==> src/rtl/i2c_xfer_seq_if.sv <==
// Request, data-stream and byte-controller command signals of the I2C transfer sequencer.
// The sequencer connects through the slave modport; requester and byte controller use master.
interface i2c_xfer_seq_if #(
  parameter int LEN_W = 4
);
  logic             req_valid;
  logic             req_ready;
  logic             req_rnw;
  logic [6:0]       req_dev_addr;
  logic [7:0]       req_reg_addr;
  logic [LEN_W-1:0] req_len;
  logic             wdata_valid;
  logic             wdata_ready;
  logic [7:0]       wdata;
  logic             rdata_valid;
  logic             rdata_ready;
  logic [7:0]       rdata;
  logic             done;
  logic [1:0]       status;
  logic             busy;
  logic             bc_start;
  logic             bc_stop;
  logic             bc_read;
  logic             bc_write;
  logic             bc_ack_in;
  logic [7:0]       bc_din;
  logic             bc_cmd_ack;
  logic             bc_ack_out;
  logic [7:0]       bc_dout;
  logic             bc_al;

  modport slave (
    input  req_valid, req_rnw, req_dev_addr, req_reg_addr, req_len,
    input  wdata_valid, wdata, rdata_ready,
    input  bc_cmd_ack, bc_ack_out, bc_dout, bc_al,
    output req_ready, wdata_ready, rdata_valid, rdata, done, status, busy,
    output bc_start, bc_stop, bc_read, bc_write, bc_ack_in, bc_din
  );

  modport master (
    output req_valid, req_rnw, req_dev_addr, req_reg_addr, req_len,
    output wdata_valid, wdata, rdata_ready,
    output bc_cmd_ack, bc_ack_out, bc_dout, bc_al,
    input  req_ready, wdata_ready, rdata_valid, rdata, done, status, busy,
    input  bc_start, bc_stop, bc_read, bc_write, bc_ack_in, bc_din
  );
endinterface

==> src/rtl/i2c_xfer_seq.sv <==
// Turns one register transfer request into START/addr/reg/(Sr)/data/STOP byte-controller commands;
// all outputs registered, stalls on wdata/rdata handshakes. I2C_SEQ_TIMEOUT_EN adds a per-command timeout.
module i2c_xfer_seq #(
  parameter int          LEN_W       = 4,
  parameter int unsigned TIMEOUT_CYC = 65535
) (
  input logic           clk,
  input logic           rst_n,
  i2c_xfer_seq_if.slave bus
);

  typedef enum logic [3:0] {
    IDLE, DEV_W, REG, WAIT_WD, DATA_W, RSTART, RD, RD_OUT, ERR_STOP, FIN
  } state_t;

  state_t           state, nxt;
  logic [6:0]       dev_q, n_dev;
  logic [7:0]       reg_q, n_reg;
  logic             rnw_q, n_rnw;
  logic [LEN_W-1:0] cnt, n_cnt;
  logic [7:0]       wbyte, n_wbyte;
  logic [7:0]       rbyte, n_rbyte;
  logic [1:0]       n_status;
  logic             n_start, n_stop, n_read, n_write, n_ack_in;
  logic [7:0]       n_din;
  logic             last, in_xfer;

  assign last    = (cnt == LEN_W'(1));
  assign in_xfer = (state != IDLE) && (state != FIN);

`ifdef I2C_SEQ_TIMEOUT_EN
  logic [31:0] tmo;
  logic        cmd_st;

  assign cmd_st = state inside {DEV_W, REG, DATA_W, RSTART, RD, ERR_STOP};

  // Restarts whenever a new command goes out; frozen at zero while waiting on a stream.
  always_ff @(posedge clk) begin
    if (!rst_n || nxt != state || !cmd_st) tmo <= '0;
    else                                   tmo <= tmo + 32'd1;
  end
`else
  logic unused_tmo;
  assign unused_tmo = ^TIMEOUT_CYC;
`endif

  always_comb begin
    nxt      = state;
    n_dev    = dev_q;
    n_reg    = reg_q;
    n_rnw    = rnw_q;
    n_cnt    = cnt;
    n_wbyte  = wbyte;
    n_rbyte  = rbyte;
    n_status = bus.status;
    case (state)
      IDLE: if (bus.req_valid) begin
        n_dev    = bus.req_dev_addr;
        n_reg    = bus.req_reg_addr;
        n_rnw    = bus.req_rnw;
        n_cnt    = bus.req_len;
        n_status = 2'd0;
        nxt      = DEV_W;
      end
      DEV_W: if (bus.bc_cmd_ack) nxt = bus.bc_ack_out ? ERR_STOP : REG;
      REG: if (bus.bc_cmd_ack) begin
        // A zero-length register write already carried the STOP, so a NACK finishes directly.
        if (cnt == '0) begin
          nxt      = FIN;
          n_status = {1'b0, bus.bc_ack_out};
        end else if (bus.bc_ack_out) nxt = ERR_STOP;
        else                         nxt = rnw_q ? RSTART : WAIT_WD;
      end
      WAIT_WD: if (bus.wdata_valid) begin
        n_wbyte = bus.wdata;
        nxt     = DATA_W;
      end
      DATA_W: if (bus.bc_cmd_ack) begin
        n_cnt = cnt - LEN_W'(1);
        if (last) begin
          nxt      = FIN;
          n_status = {1'b0, bus.bc_ack_out};
        end else nxt = bus.bc_ack_out ? ERR_STOP : WAIT_WD;
      end
      RSTART: if (bus.bc_cmd_ack) nxt = bus.bc_ack_out ? ERR_STOP : RD;
      RD: if (bus.bc_cmd_ack) begin
        n_rbyte = bus.bc_dout;
        n_cnt   = cnt - LEN_W'(1);
        nxt     = RD_OUT;
      end
      RD_OUT: if (bus.rdata_ready) nxt = (cnt == '0) ? FIN : RD;
      ERR_STOP: if (bus.bc_cmd_ack) begin
        nxt      = FIN;
        n_status = 2'd1;
      end
      FIN:     nxt = IDLE;
      default: nxt = IDLE;
    endcase
`ifdef I2C_SEQ_TIMEOUT_EN
    if (cmd_st && !bus.bc_cmd_ack && tmo == TIMEOUT_CYC - 32'd1) begin
      nxt      = FIN;
      n_status = 2'd3;
    end
`endif
    if (in_xfer && bus.bc_al) begin
      nxt      = FIN;
      n_status = 2'd2;
    end

    // Command bits follow the state being entered; they hold until that state sees its ack.
    n_start  = 1'b0;
    n_stop   = 1'b0;
    n_read   = 1'b0;
    n_write  = 1'b0;
    n_ack_in = 1'b0;
    n_din    = 8'h00;
    case (nxt)
      DEV_W: begin
        n_start = 1'b1;
        n_write = 1'b1;
        n_din   = {n_dev, 1'b0};
      end
      REG: begin
        n_write = 1'b1;
        n_stop  = (n_cnt == '0);
        n_din   = n_reg;
      end
      DATA_W: begin
        n_write = 1'b1;
        n_stop  = (n_cnt == LEN_W'(1));
        n_din   = n_wbyte;
      end
      RSTART: begin
        n_start = 1'b1;
        n_write = 1'b1;
        n_din   = {n_dev, 1'b1};
      end
      RD: begin
        n_read   = 1'b1;
        n_ack_in = (n_cnt == LEN_W'(1));
        n_stop   = (n_cnt == LEN_W'(1));
      end
      ERR_STOP: n_stop = 1'b1;
      default: ;
    endcase
  end

  always_ff @(posedge clk) begin
    if (!rst_n) begin
      state           <= IDLE;
      dev_q           <= '0;
      reg_q           <= '0;
      rnw_q           <= 1'b0;
      cnt             <= '0;
      wbyte           <= '0;
      rbyte           <= '0;
      bus.req_ready   <= 1'b1;
      bus.wdata_ready <= 1'b0;
      bus.rdata_valid <= 1'b0;
      bus.rdata       <= '0;
      bus.done        <= 1'b0;
      bus.status      <= 2'd0;
      bus.busy        <= 1'b0;
      bus.bc_start    <= 1'b0;
      bus.bc_stop     <= 1'b0;
      bus.bc_read     <= 1'b0;
      bus.bc_write    <= 1'b0;
      bus.bc_ack_in   <= 1'b0;
      bus.bc_din      <= '0;
    end else begin
      state           <= nxt;
      dev_q           <= n_dev;
      reg_q           <= n_reg;
      rnw_q           <= n_rnw;
      cnt             <= n_cnt;
      wbyte           <= n_wbyte;
      rbyte           <= n_rbyte;
      bus.req_ready   <= (nxt == IDLE);
      bus.wdata_ready <= (nxt == WAIT_WD);
      bus.rdata_valid <= (nxt == RD_OUT);
      bus.rdata       <= n_rbyte;
      bus.done        <= (nxt == FIN);
      bus.status      <= n_status;
      bus.busy        <= (nxt != IDLE) && (nxt != FIN);
      bus.bc_start    <= n_start;
      bus.bc_stop     <= n_stop;
      bus.bc_read     <= n_read;
      bus.bc_write    <= n_write;
      bus.bc_ack_in   <= n_ack_in;
      bus.bc_din      <= n_din;
    end
  end

endmodule

==> src/flat_wrapper.sv <==
// flat-port wrapper written by rule: the top's interface ports become plain ports
module i2c_xfer_seq_flat 
#(
  parameter int          LEN_W       = 4,
  parameter int unsigned TIMEOUT_CYC = 65535
)
  (clk, rst_n, bus_req_valid, bus_req_rnw, bus_req_dev_addr, bus_req_reg_addr, bus_req_len, bus_wdata_valid, bus_wdata, bus_rdata_ready, bus_bc_cmd_ack, bus_bc_ack_out, bus_bc_dout, bus_bc_al, bus_req_ready, bus_wdata_ready, bus_rdata_valid, bus_rdata, bus_done, bus_status, bus_busy, bus_bc_start, bus_bc_stop, bus_bc_read, bus_bc_write, bus_bc_ack_in, bus_bc_din);
  i2c_xfer_seq_if #(.LEN_W(LEN_W)) bus_i ();
  input logic clk;
  input logic rst_n;
  input wire logic [$bits(bus_i.req_valid)-1:0] bus_req_valid;
  input wire logic [$bits(bus_i.req_rnw)-1:0] bus_req_rnw;
  input wire logic [$bits(bus_i.req_dev_addr)-1:0] bus_req_dev_addr;
  input wire logic [$bits(bus_i.req_reg_addr)-1:0] bus_req_reg_addr;
  input wire logic [$bits(bus_i.req_len)-1:0] bus_req_len;
  input wire logic [$bits(bus_i.wdata_valid)-1:0] bus_wdata_valid;
  input wire logic [$bits(bus_i.wdata)-1:0] bus_wdata;
  input wire logic [$bits(bus_i.rdata_ready)-1:0] bus_rdata_ready;
  input wire logic [$bits(bus_i.bc_cmd_ack)-1:0] bus_bc_cmd_ack;
  input wire logic [$bits(bus_i.bc_ack_out)-1:0] bus_bc_ack_out;
  input wire logic [$bits(bus_i.bc_dout)-1:0] bus_bc_dout;
  input wire logic [$bits(bus_i.bc_al)-1:0] bus_bc_al;
  output wire logic [$bits(bus_i.req_ready)-1:0] bus_req_ready;
  output wire logic [$bits(bus_i.wdata_ready)-1:0] bus_wdata_ready;
  output wire logic [$bits(bus_i.rdata_valid)-1:0] bus_rdata_valid;
  output wire logic [$bits(bus_i.rdata)-1:0] bus_rdata;
  output wire logic [$bits(bus_i.done)-1:0] bus_done;
  output wire logic [$bits(bus_i.status)-1:0] bus_status;
  output wire logic [$bits(bus_i.busy)-1:0] bus_busy;
  output wire logic [$bits(bus_i.bc_start)-1:0] bus_bc_start;
  output wire logic [$bits(bus_i.bc_stop)-1:0] bus_bc_stop;
  output wire logic [$bits(bus_i.bc_read)-1:0] bus_bc_read;
  output wire logic [$bits(bus_i.bc_write)-1:0] bus_bc_write;
  output wire logic [$bits(bus_i.bc_ack_in)-1:0] bus_bc_ack_in;
  output wire logic [$bits(bus_i.bc_din)-1:0] bus_bc_din;
  assign bus_i.req_valid = bus_req_valid;
  assign bus_i.req_rnw = bus_req_rnw;
  assign bus_i.req_dev_addr = bus_req_dev_addr;
  assign bus_i.req_reg_addr = bus_req_reg_addr;
  assign bus_i.req_len = bus_req_len;
  assign bus_i.wdata_valid = bus_wdata_valid;
  assign bus_i.wdata = bus_wdata;
  assign bus_i.rdata_ready = bus_rdata_ready;
  assign bus_i.bc_cmd_ack = bus_bc_cmd_ack;
  assign bus_i.bc_ack_out = bus_bc_ack_out;
  assign bus_i.bc_dout = bus_bc_dout;
  assign bus_i.bc_al = bus_bc_al;
  assign bus_req_ready = bus_i.req_ready;
  assign bus_wdata_ready = bus_i.wdata_ready;
  assign bus_rdata_valid = bus_i.rdata_valid;
  assign bus_rdata = bus_i.rdata;
  assign bus_done = bus_i.done;
  assign bus_status = bus_i.status;
  assign bus_busy = bus_i.busy;
  assign bus_bc_start = bus_i.bc_start;
  assign bus_bc_stop = bus_i.bc_stop;
  assign bus_bc_read = bus_i.bc_read;
  assign bus_bc_write = bus_i.bc_write;
  assign bus_bc_ack_in = bus_i.bc_ack_in;
  assign bus_bc_din = bus_i.bc_din;
  i2c_xfer_seq #(.LEN_W(LEN_W), .TIMEOUT_CYC(TIMEOUT_CYC)) u_core (.clk(clk), .rst_n(rst_n), .bus(bus_i));
endmodule
==> config.mk <==
export PLATFORM = sky130hd
export DESIGN_NAME = i2c_xfer_seq_flat
export DESIGN_NICKNAME = d
export VERILOG_FILES = /design/src/rtl/i2c_xfer_seq_if.sv /design/src/rtl/i2c_xfer_seq.sv /design/src/flat_wrapper.sv
export SDC_FILE = /design/constraint.sdc
export NUM_CORES = 1
export LEC_CHECK = 0
export ABC_AREA = 0
export CAP_MARGIN = 40
export CORE_MARGIN = 2
export CORE_UTILIZATION = 30
export CTS_CLUSTER_SIZE = 40
export DETAILED_ROUTE_END_ITERATION = 8
export SLEW_MARGIN = 40
export SYNTH_ARGS = -nofsm -noshare
export SYNTH_HDL_FRONTEND = slang
export SYNTH_SLANG_ARGS = --single-unit
==> constraint.sdc <==
create_clock -name clk -period 2.8 [get_ports clk]
set_input_delay 0.56 -clock clk [delete_from_list [all_inputs] [get_ports clk]]
set_output_delay 0.56 -clock clk [all_outputs]
set_load 0.01 [all_outputs]
==> results of run 1 <==
[kinds of logic after synthesis]
| group | share of synthesized area [%] |
|---|---|
| muxes | 12.6 |
| DFF | 40.3 |
| AOI/OAI and AO/OA | 15.0 |
| xor gates and xnor gates | 0.588 |
| adders and majority gates | 0.840 |
| buffers and inverters | 4.79 |
| and+or+nand+nor | 25.8 |
[worst max-delay path, cell delays in order (launching register included)]
cell and delay, ns:
dfxtp_1 0.35, inv_1 0.07, ha_1 0.18, or3b_1 0.48, a22oi_2 0.21, o211ai_1 0.15
a2bb2oi_4 0.21, buf_4 0.17, nor3_4 0.33, or2b_1 0.27, a21oi_1 0.11
[power breakdown]
part | internal (uW) | total (uW) | switching (uW)
registers | 940 | 997 | 56.7
logic | 502 | 954 | 452
clock network | 407 | 734 | 328
[Yosys cell counts (all sizes together), types with 4 or more instances]
cell type	count
dfxtp	60
buf	12
a21oi	13
nor3	8
a22oi	9
clkbuf	6
nor2	17
nand2	18
nor4	4
and2	25
and3	4
mux2	20
nor2b	21
mux2i	15
a21o	4
o21ai	8
inv	9
nand2b	5
[worst paths after layout]
kind | end | slack (ns) | cells past startpoint
max | u_core.bus.bc_din[1]$_SDFF_PN0_ | 0.18 | 10
min | u_core.dev_q[1]$_SDFF_PN0_ | 0.48 | 2
max reg2reg | u_core.bus.bc_din[1]$_SDFF_PN0_ | 0.18 | 10
min reg2reg | u_core.dev_q[1]$_SDFF_PN0_ | 0.48 | 2
[cell usage in the layout, fill, tap and decap left out, types with 5 or more instances in the layout]
| cell | count |
|---|---|
| mux2i_1 | 15 |
| nand2_1 | 18 |
| nor2_1 | 17 |
| o21ai_0 | 6 |
| mux2_2 | 20 |
| clkdlybuf4s50_1 | 71 |
| nor2b_1 | 21 |
| dfxtp_1 | 60 |
| a22oi_1 | 8 |
| buf_4 | 32 |
| clkbuf_8 | 9 |
| inv_1 | 9 |
| a21oi_1 | 13 |
| nor3_1 | 5 |
| and2_1 | 25 |
[sequential cells by signal (all words and copies together) (netlist names)]
register,count
u_core.bus.bc_stop,1
u_core.reg_q,8
u_core.bus.rdata_valid,1
u_core.rnw_q,1
u_core.bus.bc_write,1
u_core.bus.bc_start,1
u_core.bus.status,2
u_core.dev_q,7
u_core.bus.bc_din,8
u_core.bus.bc_ack_in,1
u_core.bus.done,1
u_core.state,4
u_core.bus.wdata_ready,1
u_core.bus.bc_read,1
u_core.cnt,4
u_core.bus.req_ready,1
u_core.wbyte,8
u_core.bus.rdata,8
u_core.bus.busy,1
[metrics by stage]
stage	total power (uW)	setup TNS (ns)	worst slack (ns)	hold WS [ns]	cells
2_1_floorplan	1580	0	0.350	0.448	308
3_3_place_gp	1960	-0.0344	-0.0297	0.449	528
3_5_place_dp	1970	-0.0985	-0.0801	0.474	528
4_1_cts	2710	0	0.175	0.489	544
5_1_grt	2830	0	0.0375	0.513	544
6_report	2690	0	0.181	0.482	544
[area by class of cell]
type | instances | area, um^2
Sequential cell | 60 | 1200
Clock buffer | 11 | 131
Inverter | 9 | 33.8
Multi-Input combinational cell | 221 | 1630
Fill cell | 977 | 5470
Tap cell | 133 | 166
Timing Repair Buffer | 105 | 991
Clock inverter | 5 | 52.6
[layer usage]
metal / up-vias / track usage [%] / wire length, um
li1: 1289 / - / -
met1: 1238 / 18.2 / 3610
met2: 48 / 27.1 / 4060
met3: 10 / 3.84 / 296
met4: 0 / 5.21 / 110
met5: - / 0 / 0
==> flow_metrics.py, run 1 <==
metrics = {
    "die": {
        "dieWidth_um": 104,
        "io_pins": 72,
        "initial_core_util_pct": 30.7,
        "die_y_um": 104,
        "dieArea_um2": 10700,
        "core_um2": 9680,
        "fp-row-count": 36,
    },
    "cts": {
        "cts_hold_buf": 0,
        "cts_buffers": 9,
        "clockBufferDepth": 2,
        "cts_tree": "built",
        "htreeDepth": 3,
        "cts-root-buf": "clkbuf_8",
        "cts_sinks": 60,
        "clock_latency_ns": 0.33,
        "cts_resized": 0,
        "post_cts_buffers": 0,
        "clkTransAtPathRegs_ns": 0.07,
    },
    "detailed_routing": {
        "antenna_left": 0,
        "drc": 0,
        "wirelength_um": 8080,
        "vias": 2585,
        "via_per_inst": 4.75,
        "drt_iter0_drc": 78,
        "wl_per_cell_um": 14.9,
        "dr.pass1.iters": 4,
    },
    "power_and_ir_drop": {
        "power_density_nw_per_um2": 638,
        "ir_drop_mv": 0.257,
        "p_leak_uw": 0.00170,
    },
    "yosys": {
        "syn_nets": 354,
        "yosysTopAreaCell": "dfxtp_1",
        "ys_ff_latch": 60,
        "synth.distinct_cells": 60,
        "ys_top_cells_by_area": "dfxtp_1, mux2_2, and2_1",
        "syn_inst": 308,
        "synth.avg_cell_area_um2": 9.67,
        "async_reset_ff_share_pct": 0,
        "synth_edf_count": 0,
        "yosysTopAreaCellShare_pct": 40.3,
        "ys.flop_type": "dfxtp_1",
        "ys_warn_count": 0,
        "syn_area_um2": 2980,
        "yosysSeqAreaShare_pct": 40.3,
    },
    "setup_path": {
        "timing.rr.start": "u_core.cnt[0]$_SDFF_PN0_",
        "crit_start": "u_core.cnt[0]$_SDFF_PN0_",
        "end_kind": "flop",
        "cp.arrival_ns": 2.88,
        "worst_setup_path_start_kind": "flop",
        "path_max_fanout": 6,
        "crit_required_ns": 3.06,
        "critical_path_class": "reg2reg",
    },
    "finish": {
        "syn_to_final_growth_pct": 41.4,
        "fin_nets": 452,
        "drive_gt1_share_pct": 19.5,
        "diodes": 0,
        "finalCoreUtilization_pct": 43.5,
        "fin_area_um2": 4210,
    },
    "grt": {
        "grt_overflow": 0,
        "grt_max_degree": 18,
        "grt_pass1_vias": 2614,
        "grt_first_pass_wirelength_um": 13200,
        "antenna_found_initial": 0,
        "groute.usage.overall_pct": 15.4,
    },
    "placement": {
        "postPlaceCellArea_um2": 4030,
        "gp_congestion": 0.863,
        "portBuffers": 71,
        "dpl.hpwl_um": 6110,
    },
    "sta": {
        "min_period_ns": 2.62,
        "rsz0062_at_grt": "false",
        "setup_viol": 0,
        "slew_headroom_pct": 56.3,
        "tightest_slew_ns": 0.655,
        "finalHoldViolations": 0,
        "maxSlewViolCount": 0,
        "skew_ns": 0.00793,
        "period_share_pct": 93.5,
        "max_freq_ghz": 0.382,
    },
    "job": {
        "drv_cap": 0,
    },
    "hold_path": {
        "hp-start": "u_core.dev_q[1]$_SDFF_PN0_",
        "hp-class": "reg2reg",
    },
    "outcome": {
        "outcome": "finished clean",
    },
}
Power figures use the tool's default switching activity.
==> inputs of run 2 (changes only) <==
--- a/config.mk
+++ b/config.mk
@@ -6,7 +6,6 @@
 export NUM_CORES = 1
 export LEC_CHECK = 0
 export ABC_AREA = 0
-export CAP_MARGIN = 40
 export CORE_MARGIN = 2
 export CORE_UTILIZATION = 30
 export CTS_CLUSTER_SIZE = 40
==> results of run 2 <==
Same layout as run 1: the final DEF is identical, and so are final timing and power.
==> inputs of run 3 (changes only) <==
--- a/config.mk
+++ b/config.mk
@@ -10,6 +10,7 @@
 export CORE_UTILIZATION = 30
 export CTS_CLUSTER_SIZE = 40
 export DETAILED_ROUTE_END_ITERATION = 8
+export GPL_TIMING_DRIVEN = 1
 export SLEW_MARGIN = 40
 export SYNTH_ARGS = -nofsm -noshare
 export SYNTH_HDL_FRONTEND = slang
==> results of run 3 <==
Same layout as run 1: the final DEF is identical, and so are final timing and power.
